`src/rtl/centroid_div3_seq_if.sv`:
```
// Handshake bundle for the centroid divide-by-3 stage.
// master drives sums and out_ready; slave is the divider.
interface centroid_div3_seq_if #(
    parameter int N = 8
);
    localparam int W = N + 4;

    logic                in_valid;
    logic                in_ready;
    logic signed [W-1:0] xM;
    logic signed [W-1:0] yM;
    logic                out_valid;
    logic                out_ready;
    logic signed [N+1:0] xC;
    logic signed [N+1:0] yC;
    logic signed [2:0]   xR;
    logic signed [2:0]   yR;

    modport master (
        output in_valid, xM, yM, out_ready,
        input  in_ready, out_valid, xC, yC, xR, yR
    );

    modport slave (
        input  in_valid, xM, yM, out_ready,
        output in_ready, out_valid, xC, yC, xR, yR
    );
endinterface

```
`src/rtl/centroid_div3_seq.sv`:
```
// Sequential signed divide-by-3 of the median sums, x/y lanes in parallel.
// Define CENTROID_ROUND_NEAREST_EN to round the quotient to nearest.
module centroid_div3_seq #(
    parameter int N = 8
) (
    input  logic clk,
    input  logic rst,
    centroid_div3_seq_if.slave bus
);
    localparam int W  = N + 4;
    localparam int CW = $clog2(W);

    localparam logic [1:0] IDLE = 2'd0;
    localparam logic [1:0] CALC = 2'd1;
    localparam logic [1:0] DONE = 2'd2;

    logic [1:0]          state;
    logic [CW-1:0]       cnt;
    logic                xs, ys;
    logic [W-1:0]        xmag, ymag;
    logic [1:0]          xrem, yrem;
    logic [N+1:1]        xq, yq;
    logic signed [N+1:0] xc, yc;
    logic signed [2:0]   xr, yr;

    logic [2:0]   xsh, ysh, xnr, ynr;
    logic         xge, yge;
    logic [N+1:0] xqf, yqf;

    // Partial remainder never exceeds 2, so two stored bits suffice.
    always_comb begin
        xsh = {xrem, xmag[W-1]};
        ysh = {yrem, ymag[W-1]};
        xge = (xsh >= 3'd3);
        yge = (ysh >= 3'd3);
        xnr = xge ? xsh - 3'd3 : xsh;
        ynr = yge ? ysh - 3'd3 : ysh;
        xqf = {xq, xge};
        yqf = {yq, yge};
`ifdef CENTROID_ROUND_NEAREST_EN
        if (xnr == 3'd2) xqf = xqf + (N+2)'(1);
        if (ynr == 3'd2) yqf = yqf + (N+2)'(1);
`endif
    end

    always_ff @(posedge clk or posedge rst) begin
        if (rst) begin
            state <= IDLE;
            cnt   <= '0;
            xs    <= 1'b0;
            ys    <= 1'b0;
            xmag  <= '0;
            ymag  <= '0;
            xrem  <= '0;
            yrem  <= '0;
            xq    <= '0;
            yq    <= '0;
            xc    <= '0;
            yc    <= '0;
            xr    <= '0;
            yr    <= '0;
        end else begin
            case (state)
                IDLE: begin
                    if (bus.in_valid) begin
                        xs    <= bus.xM[W-1];
                        ys    <= bus.yM[W-1];
                        xmag  <= bus.xM[W-1] ? -bus.xM : bus.xM;
                        ymag  <= bus.yM[W-1] ? -bus.yM : bus.yM;
                        xrem  <= '0;
                        yrem  <= '0;
                        xq    <= '0;
                        yq    <= '0;
                        cnt   <= CW'(W - 1);
                        state <= CALC;
                    end
                end
                CALC: begin
                    xmag <= xmag << 1;
                    ymag <= ymag << 1;
                    xrem <= xnr[1:0];
                    yrem <= ynr[1:0];
                    // Only the low N+2 quotient bits are kept (wrap).
                    for (int i = 1; i <= N + 1; i++) begin
                        if (cnt == CW'(i)) begin
                            xq[i] <= xge;
                            yq[i] <= yge;
                        end
                    end
                    if (cnt == '0) begin
                        xc    <= xs ? -xqf : xqf;
                        yc    <= ys ? -yqf : yqf;
                        xr    <= xs ? -xnr : xnr;
                        yr    <= ys ? -ynr : ynr;
                        state <= DONE;
                    end else begin
                        cnt <= cnt - CW'(1);
                    end
                end
                DONE: begin
                    if (bus.out_ready) state <= IDLE;
                end
                default: state <= IDLE;
            endcase
        end
    end

    assign bus.in_ready  = (state == IDLE);
    assign bus.out_valid = (state == DONE);
    assign bus.xC        = xc;
    assign bus.yC        = yc;
    assign bus.xR        = xr;
    assign bus.yR        = yr;
endmodule

```
`src/flat_wrapper.sv`:
```
// flat-port wrapper written by rule: the top's interface ports become plain ports
module centroid_div3_seq_flat 
#(
    parameter int N = 8
)
  (clk, rst, bus_in_valid, bus_xM, bus_yM, bus_out_ready, bus_in_ready, bus_out_valid, bus_xC, bus_yC, bus_xR, bus_yR);
  centroid_div3_seq_if #(.N(N)) bus_i ();
  input  logic clk;
  input  logic rst;
  input wire logic [$bits(bus_i.in_valid)-1:0] bus_in_valid;
  input wire logic [$bits(bus_i.xM)-1:0] bus_xM;
  input wire logic [$bits(bus_i.yM)-1:0] bus_yM;
  input wire logic [$bits(bus_i.out_ready)-1:0] bus_out_ready;
  output wire logic [$bits(bus_i.in_ready)-1:0] bus_in_ready;
  output wire logic [$bits(bus_i.out_valid)-1:0] bus_out_valid;
  output wire logic [$bits(bus_i.xC)-1:0] bus_xC;
  output wire logic [$bits(bus_i.yC)-1:0] bus_yC;
  output wire logic [$bits(bus_i.xR)-1:0] bus_xR;
  output wire logic [$bits(bus_i.yR)-1:0] bus_yR;
  assign bus_i.in_valid = bus_in_valid;
  assign bus_i.xM = bus_xM;
  assign bus_i.yM = bus_yM;
  assign bus_i.out_ready = bus_out_ready;
  assign bus_in_ready = bus_i.in_ready;
  assign bus_out_valid = bus_i.out_valid;
  assign bus_xC = bus_i.xC;
  assign bus_yC = bus_i.yC;
  assign bus_xR = bus_i.xR;
  assign bus_yR = bus_i.yR;
  centroid_div3_seq #(.N(N)) u_core (.clk(clk), .rst(rst), .bus(bus_i));
endmodule
```
`config.mk`:
```
export PLATFORM = sky130hd
export DESIGN_NAME = centroid_div3_seq_flat
export DESIGN_NICKNAME = d
export VERILOG_FILES = /design/src/rtl/centroid_div3_seq_if.sv /design/src/rtl/centroid_div3_seq.sv /design/src/flat_wrapper.sv
export SDC_FILE = /design/constraint.sdc
export NUM_CORES = 1
export LEC_CHECK = 0
export ABC_CLOCK_PERIOD_IN_PS = 5500
export CORE_ASPECT_RATIO = 0.8
export CORE_UTILIZATION = 60
export DETAILED_ROUTE_END_ITERATION = 7
export PLACE_DENSITY = 0.95
export SLEW_MARGIN = 25
export SYNTH_ARGS = -nofsm -noshare
export SYNTH_HDL_FRONTEND = slang
export SYNTH_SLANG_ARGS = --single-unit
```
`constraint.sdc`:
```
create_clock -name clk -period 5.5 [get_ports clk]
set_clock_uncertainty 0.15 [all_clocks]
set_input_delay 1.375 -clock clk [delete_from_list [all_inputs] [get_ports clk]]
set_output_delay 1.375 -clock clk [all_outputs]
set_load 0.02 [all_outputs]
```
Word-level counts from Yosys, hierarchy flattened
Cells that the tools add are included.
{"block": "word_totals", "ram_bits": 0, "input_bits": 28, "memories": 0, "rom_bits": 0, "ff_bits": 80, "word_cells": 125, "latch_bits": 0, "out_inout_bits": 28}
{"block": "op_classes", "n_bitwise": 0, "reduce_logical": 17, "div": 0, "eq_ne": 24, "n_addsub": 9, "mux": 43, "n_shift": 0, "n_lt_le_gt_ge": 2, "n_mul": 0}
{"operator": "$mux W12", "count": 4}
{"operator": "$pmux W12 S2", "count": 2}
{"operator": "$pmux W9 S2", "count": 2}
{"operator": "$reduce_and A3 Y1", "count": 11}
{"operator": "$neg A12 Y12", "count": 2}
{"operator": "$mux W10", "count": 2}
{"operator": "$ne A2 B1 Y1 const B", "count": 10}
{"operator": "$neg A10 Y10", "count": 2}
{"operator": "$mux W1", "count": 18}
{"operator": "$eq A4 B3 Y1 const B", "count": 4}
{"operator": "$mux W3", "count": 4}
{"operator": "$mux W9", "count": 1}
{"operator": "$eq A4 B2 Y1 const B", "count": 2}
{"operator": "$eq A4 B4 Y1 const B", "count": 2}
{"operator": "$mux W2", "count": 4}
{"operator": "$mux W4", "count": 2}
{"operator": "$pmux W2 S2", "count": 2}
{"operator": "$pmux W4 S2", "count": 1}
{"operator": "$ge A3 B2 Y1 const B", "count": 2}
{"operator": "$ne A2 B2 Y1 const B", "count": 3}
{"operator": "$neg A3 Y3", "count": 2}
{"operator": "$pmux W2 S3", "count": 1}
{"operator": "$reduce_and A2 Y1", "count": 3}
{"operator": "$sub A3 B2 Y3 const B", "count": 2}
{"operator": "other kinds (7)", "count": 7}

Depth between registers and ports, before layout
{"block": "depth", "depth_word": 4, "mapped_depth": 9, "mapped_depth_nobuf": 9}

Worst setup path before layout
No wires, ideal clock.
{"block": "synth_path", "path_kind": "in2reg", "from": "in bus_xM[0]", "to": "reg u_core.xmag[10]", "slack_ns": 2.729, "arrival_ns": 2.491, "cell_stages": 6, "required_ns": 5.220, "setup_ns": 0.130, "n_path_buf": 0, "cell_sequence": "inv_1 > ha_1 > or4b_1 > o41ai_2 > xor2_1 > o21ai_1"}
{"block": "synth_via", "elab_chain_len": 4}
{"item": "start: declaration", "line": "flat_wrapper.sv:11", "rtl": "input wire logic [$bits(bus_i.xM)-1:0] bus_xM;"}
{"item": "$neg A12 Y12", "line": "centroid_div3_seq.sv:68", "rtl": "xmag <= bus.xM[W-1] ? -bus.xM : bus.xM;"}
{"item": "$mux W12", "line": "centroid_div3_seq.sv:68"}
{"item": "$mux W12", "line": "centroid_div3_seq.sv:65", "rtl": "if (bus.in_valid) begin"}
{"item": "$pmux W12 S2", "line": "centroid_div3_seq.sv:63", "rtl": "case (state)"}
{"item": "end signal: assignment", "line": "centroid_div3_seq.sv:68"}
{"item": "end signal: assignment", "line": "centroid_div3_seq.sv:79", "rtl": "xmag <= xmag << 1;"}
{"item": "end: declaration", "line": "centroid_div3_seq.sv:20", "rtl": "logic [W-1:0] xmag, ymag;"}
Every way passes these cells. The select of a mux whose other input is x is not followed.
A chain may end at the register's enable or synchronous reset.

Worst setup path after layout
{"block": "layout_path", "from": "reg u_core.state[1]", "to": "out bus_out_valid"}
{"block": "layout_via", "elab_chain_len": 1}
{"item": "start: declaration", "line": "centroid_div3_seq.sv:17", "rtl": "logic [1:0] state;"}
{"item": "start signal: assignment", "line": "centroid_div3_seq.sv:48", "rtl": "state <= IDLE;"}
{"item": "start signal: assignment", "line": "centroid_div3_seq.sv:75", "rtl": "state <= CALC;"}
{"item": "start signal: assignment", "line": "centroid_div3_seq.sv:95", "rtl": "state <= DONE;"}
{"item": "$eq A2 B2 Y1", "line": "centroid_div3_seq.sv:109", "rtl": "assign bus.out_valid = (state == DONE);"}
{"item": "end: declaration", "line": "flat_wrapper.sv:15", "rtl": "output wire logic [$bits(bus_i.out_valid)-1:0] bus_out_valid;"}
Every way passes these cells.

==> results.md <==
* Outcome: finished, final reports clean
* Slew HR at 38.4%
* Final Hold Fails at 0
* Sequential cell area at 2000 um2
* Post-Route WL at 9.79 mm
* Maxcap violations at 0
* Clock-pin slew on the worst setup and hold paths at 80 ps
* Period minus WS final at 3390 ps
* Max Slew Vio Count at 0
* CTS tree: built
* Synth warn at 0
* DR pass1 iterations at 5
* First-pass GRT wire length at 16.3 mm
* Synth area leader: dfrtp_1
* Commonest cells post-synth: 80 x dfrtp_1, 43 x o21ai_0, 41 x nand2_1, 27 x xor2_1, 24 x a21oi_1
* Initial Util at 62.2%
* Final Wtd Congestion at 0.845
* CP endpoint kind: primary output
* Tcrit/Tclk final at 61.7%
* CTS Hold Bufs at 0
* DRC at 0
* Yosys top cell area share at 46.5%
* Layout cells sized above 1 at 12.0%
* Number of global-route vias before repair at 3,418
* Setup violations, final at 0
* Worst Hold Class: reg2reg
* Leakage at 2.18 nW
* Worst path max stage delay at 620 ps
* Syn nets at 463
* Fin Setup TNS at 0 ps
* Nets at 513
* Pwr/cell area at 586 nW/um2
* CP arrival at 1870 ps
* Top-count cell post-synth: dfrtp_1
* Seq/Total Area, Yosys at 46.5%
* Via/cell ratio at 6.12
* Max clock buf depth at 2
* Inserted Clock Buffers at 9
* Final hold slack at 328 ps
* Post-synth EDFFs at 0
* Worst vdd ir at 0.236 mV
* GRT overflow at 0
* Crit path cell chain: inv_1, nor2_1, clkdlybuf4s50_1
* Max frequency at 295 MHz
* Die ar. at 7530 um2
* Initial antenna violation count at 0
* PortBufs at 55
* Power Total at 2.98 mW
* DRT iter0 DRCs at 259
* Avg WL per Cell at 17.4 um
* Largest net degree at the start of global routing at 81
* Fillers at 470
* ANT cells at 0
* Netlist cell types at 49
* Synth top area cells: dfrtp_1 46%, xor2_1 5.5%, o21ai_0 5.0%, mux2_2 4.7%, ha_1 4.4%
* Async S/R FF share, synth at 100%
* Post-Synthesis Cells at 420
* Worst Max-Slew Pin Slew at 922 ps
* Setup crit start kind: register
* Mean area per synthesized cell at 10.3 um2
* Die Span Y at 77.8 um
* ANT nets after route at 0
* Footprint of the multi-input gates at 2160 um2
* Slowest CP cell: clkdlybuf4s50_1
* Setup CP Type: reg2out
* Final HPWL DP at 6.87 mm
* Synth Flop Type: dfrtp_1
* CTS resizes at 0
* Clock Latency Late Sink at 350 ps
* CP max FO at 11
* WP data required at 3970 ps
* Vias at 3,439
* I/O pin count at 56
* # rows at 27
* #FFs+latches synth at 80
* Clock Root Buffer: clkbuf_8
* Synth-to-Final Area Change at 18.1%
* Synth Cell Area at 4310 um2
* H-tree Lvls at 3
* Gr usage total at 27.1%
* Sink Count at 80
* Core ar. at 6930 um2
* Die width at 96.7 um
* RSZ-0062 raised after global routing: false
* Setup bufs post-CTS at 0
path summary, 6_finish.rpt:
kind                                         startpoint  slack (ps)  depth (start not counted)                      endpoint
min reg2reg                u_core.bus.yR[0]$_DFFE_PP0P_         330                          2  u_core.bus.yR[0]$_DFFE_PP0P_
max in group asynchronous                           rst        3320                          3  u_core.bus.yR[2]$_DFFE_PP0P_
min                        u_core.bus.yR[0]$_DFFE_PP0P_         330                          2  u_core.bus.yR[0]$_DFFE_PP0P_
min in group asynchronous                           rst        1360                          3    u_core.ymag[6]$_DFFE_PP0P_
max reg2reg                 u_core.xmag[11]$_DFFE_PP0P_        2490                          8  u_core.bus.xC[8]$_DFFE_PP0P_
max                         u_core.state[1]$_DFFE_PP0P_        2110                          3                 bus_out_valid
worst max-delay path, delay by kind of cell, from the launching register on:
family,cells,cell delay (ps)
AND/OR/NAND/NOR,1,130
flip-flops,1,530
buffers and inverters,2,860
metal layers:
metal	routed length (um)	track usage, %
met5	0	0
met4	229	10.1
met3	663	6.40
met2	4780	45.0
met1	4120	34.8
final cells by class:
class                   instances  area share [%]
well taps                      87            2.14
flip-flops and latches         80            39.4
clock buffers                  14            3.39
repair buffers                 57            11.2
clock inverters                 2           0.246
multi-input cells             306            42.5
inverters                      16            1.18
flip-flops by register name, summed over array words and instances, names as in the netlist, 3 cells and up:
register	count
u_core.ymag	12
u_core.bus.xC	10
u_core.bus.xR	3
u_core.xq	9
u_core.xmag	12
u_core.bus.yR	3
u_core.yq	9
u_core.bus.yC	10
u_core.cnt	4
kinds of logic (layout without fill, tap and decap cells):
family                   count (synthesis)  in the layout  synth area share [%]
AO/OA/AOI/OAI                          128            128                  19.1
XOR/XNOR                                38             38                  7.73
adder cells (fa/ha/maj)                 15             15                  4.36
buffers and inverters                   34             89                  3.37
flip-flops                              80             80                  46.5
multiplexers                            23             23                  5.95
AND/OR/NAND/NOR                        102            102                  13.0
metrics by stage:
step | utilization (%) | instances | instance area, um2 | setup WS, ps
after floorplan | - | 420 | 4310 | 1920
after global placement | 70.7 | 546 | 4900 | 2120
after detailed placement | 70.7 | 546 | 4900 | 1990
after CTS | 73.4 | 562 | 5080 | 2110
after global routing | 73.4 | 562 | 5090 | 2010
final | 73.4 | 562 | 5090 | 2110
power breakdown:
part | internal (mW) | switching (mW) | total [mW]
combinational | 0.654 | 0.775 | 1.43
sequential | 0.864 | 0.283 | 1.15
clock | 0.201 | 0.202 | 0.403
total | 1.72 | 1.26 | 2.98
layout by cell type, fill, tap and decap left out, types with 8 or more instances in the layout:
master,instances
nor3_1,9
clkdlybuf4s50_1,55
inv_1,15
clkbuf_8,12
a21oi_1,24
nand2_1,41
o21ai_0,43
dfrtp_1,80
xnor2_1,11
a22oi_1,10
ha_1,15
o21ai_1,8
o31ai_1,8
nor2_1,14
mux2_2,18
o22ai_1,19
xor2_1,27
(Power assumes the default switching activity.)
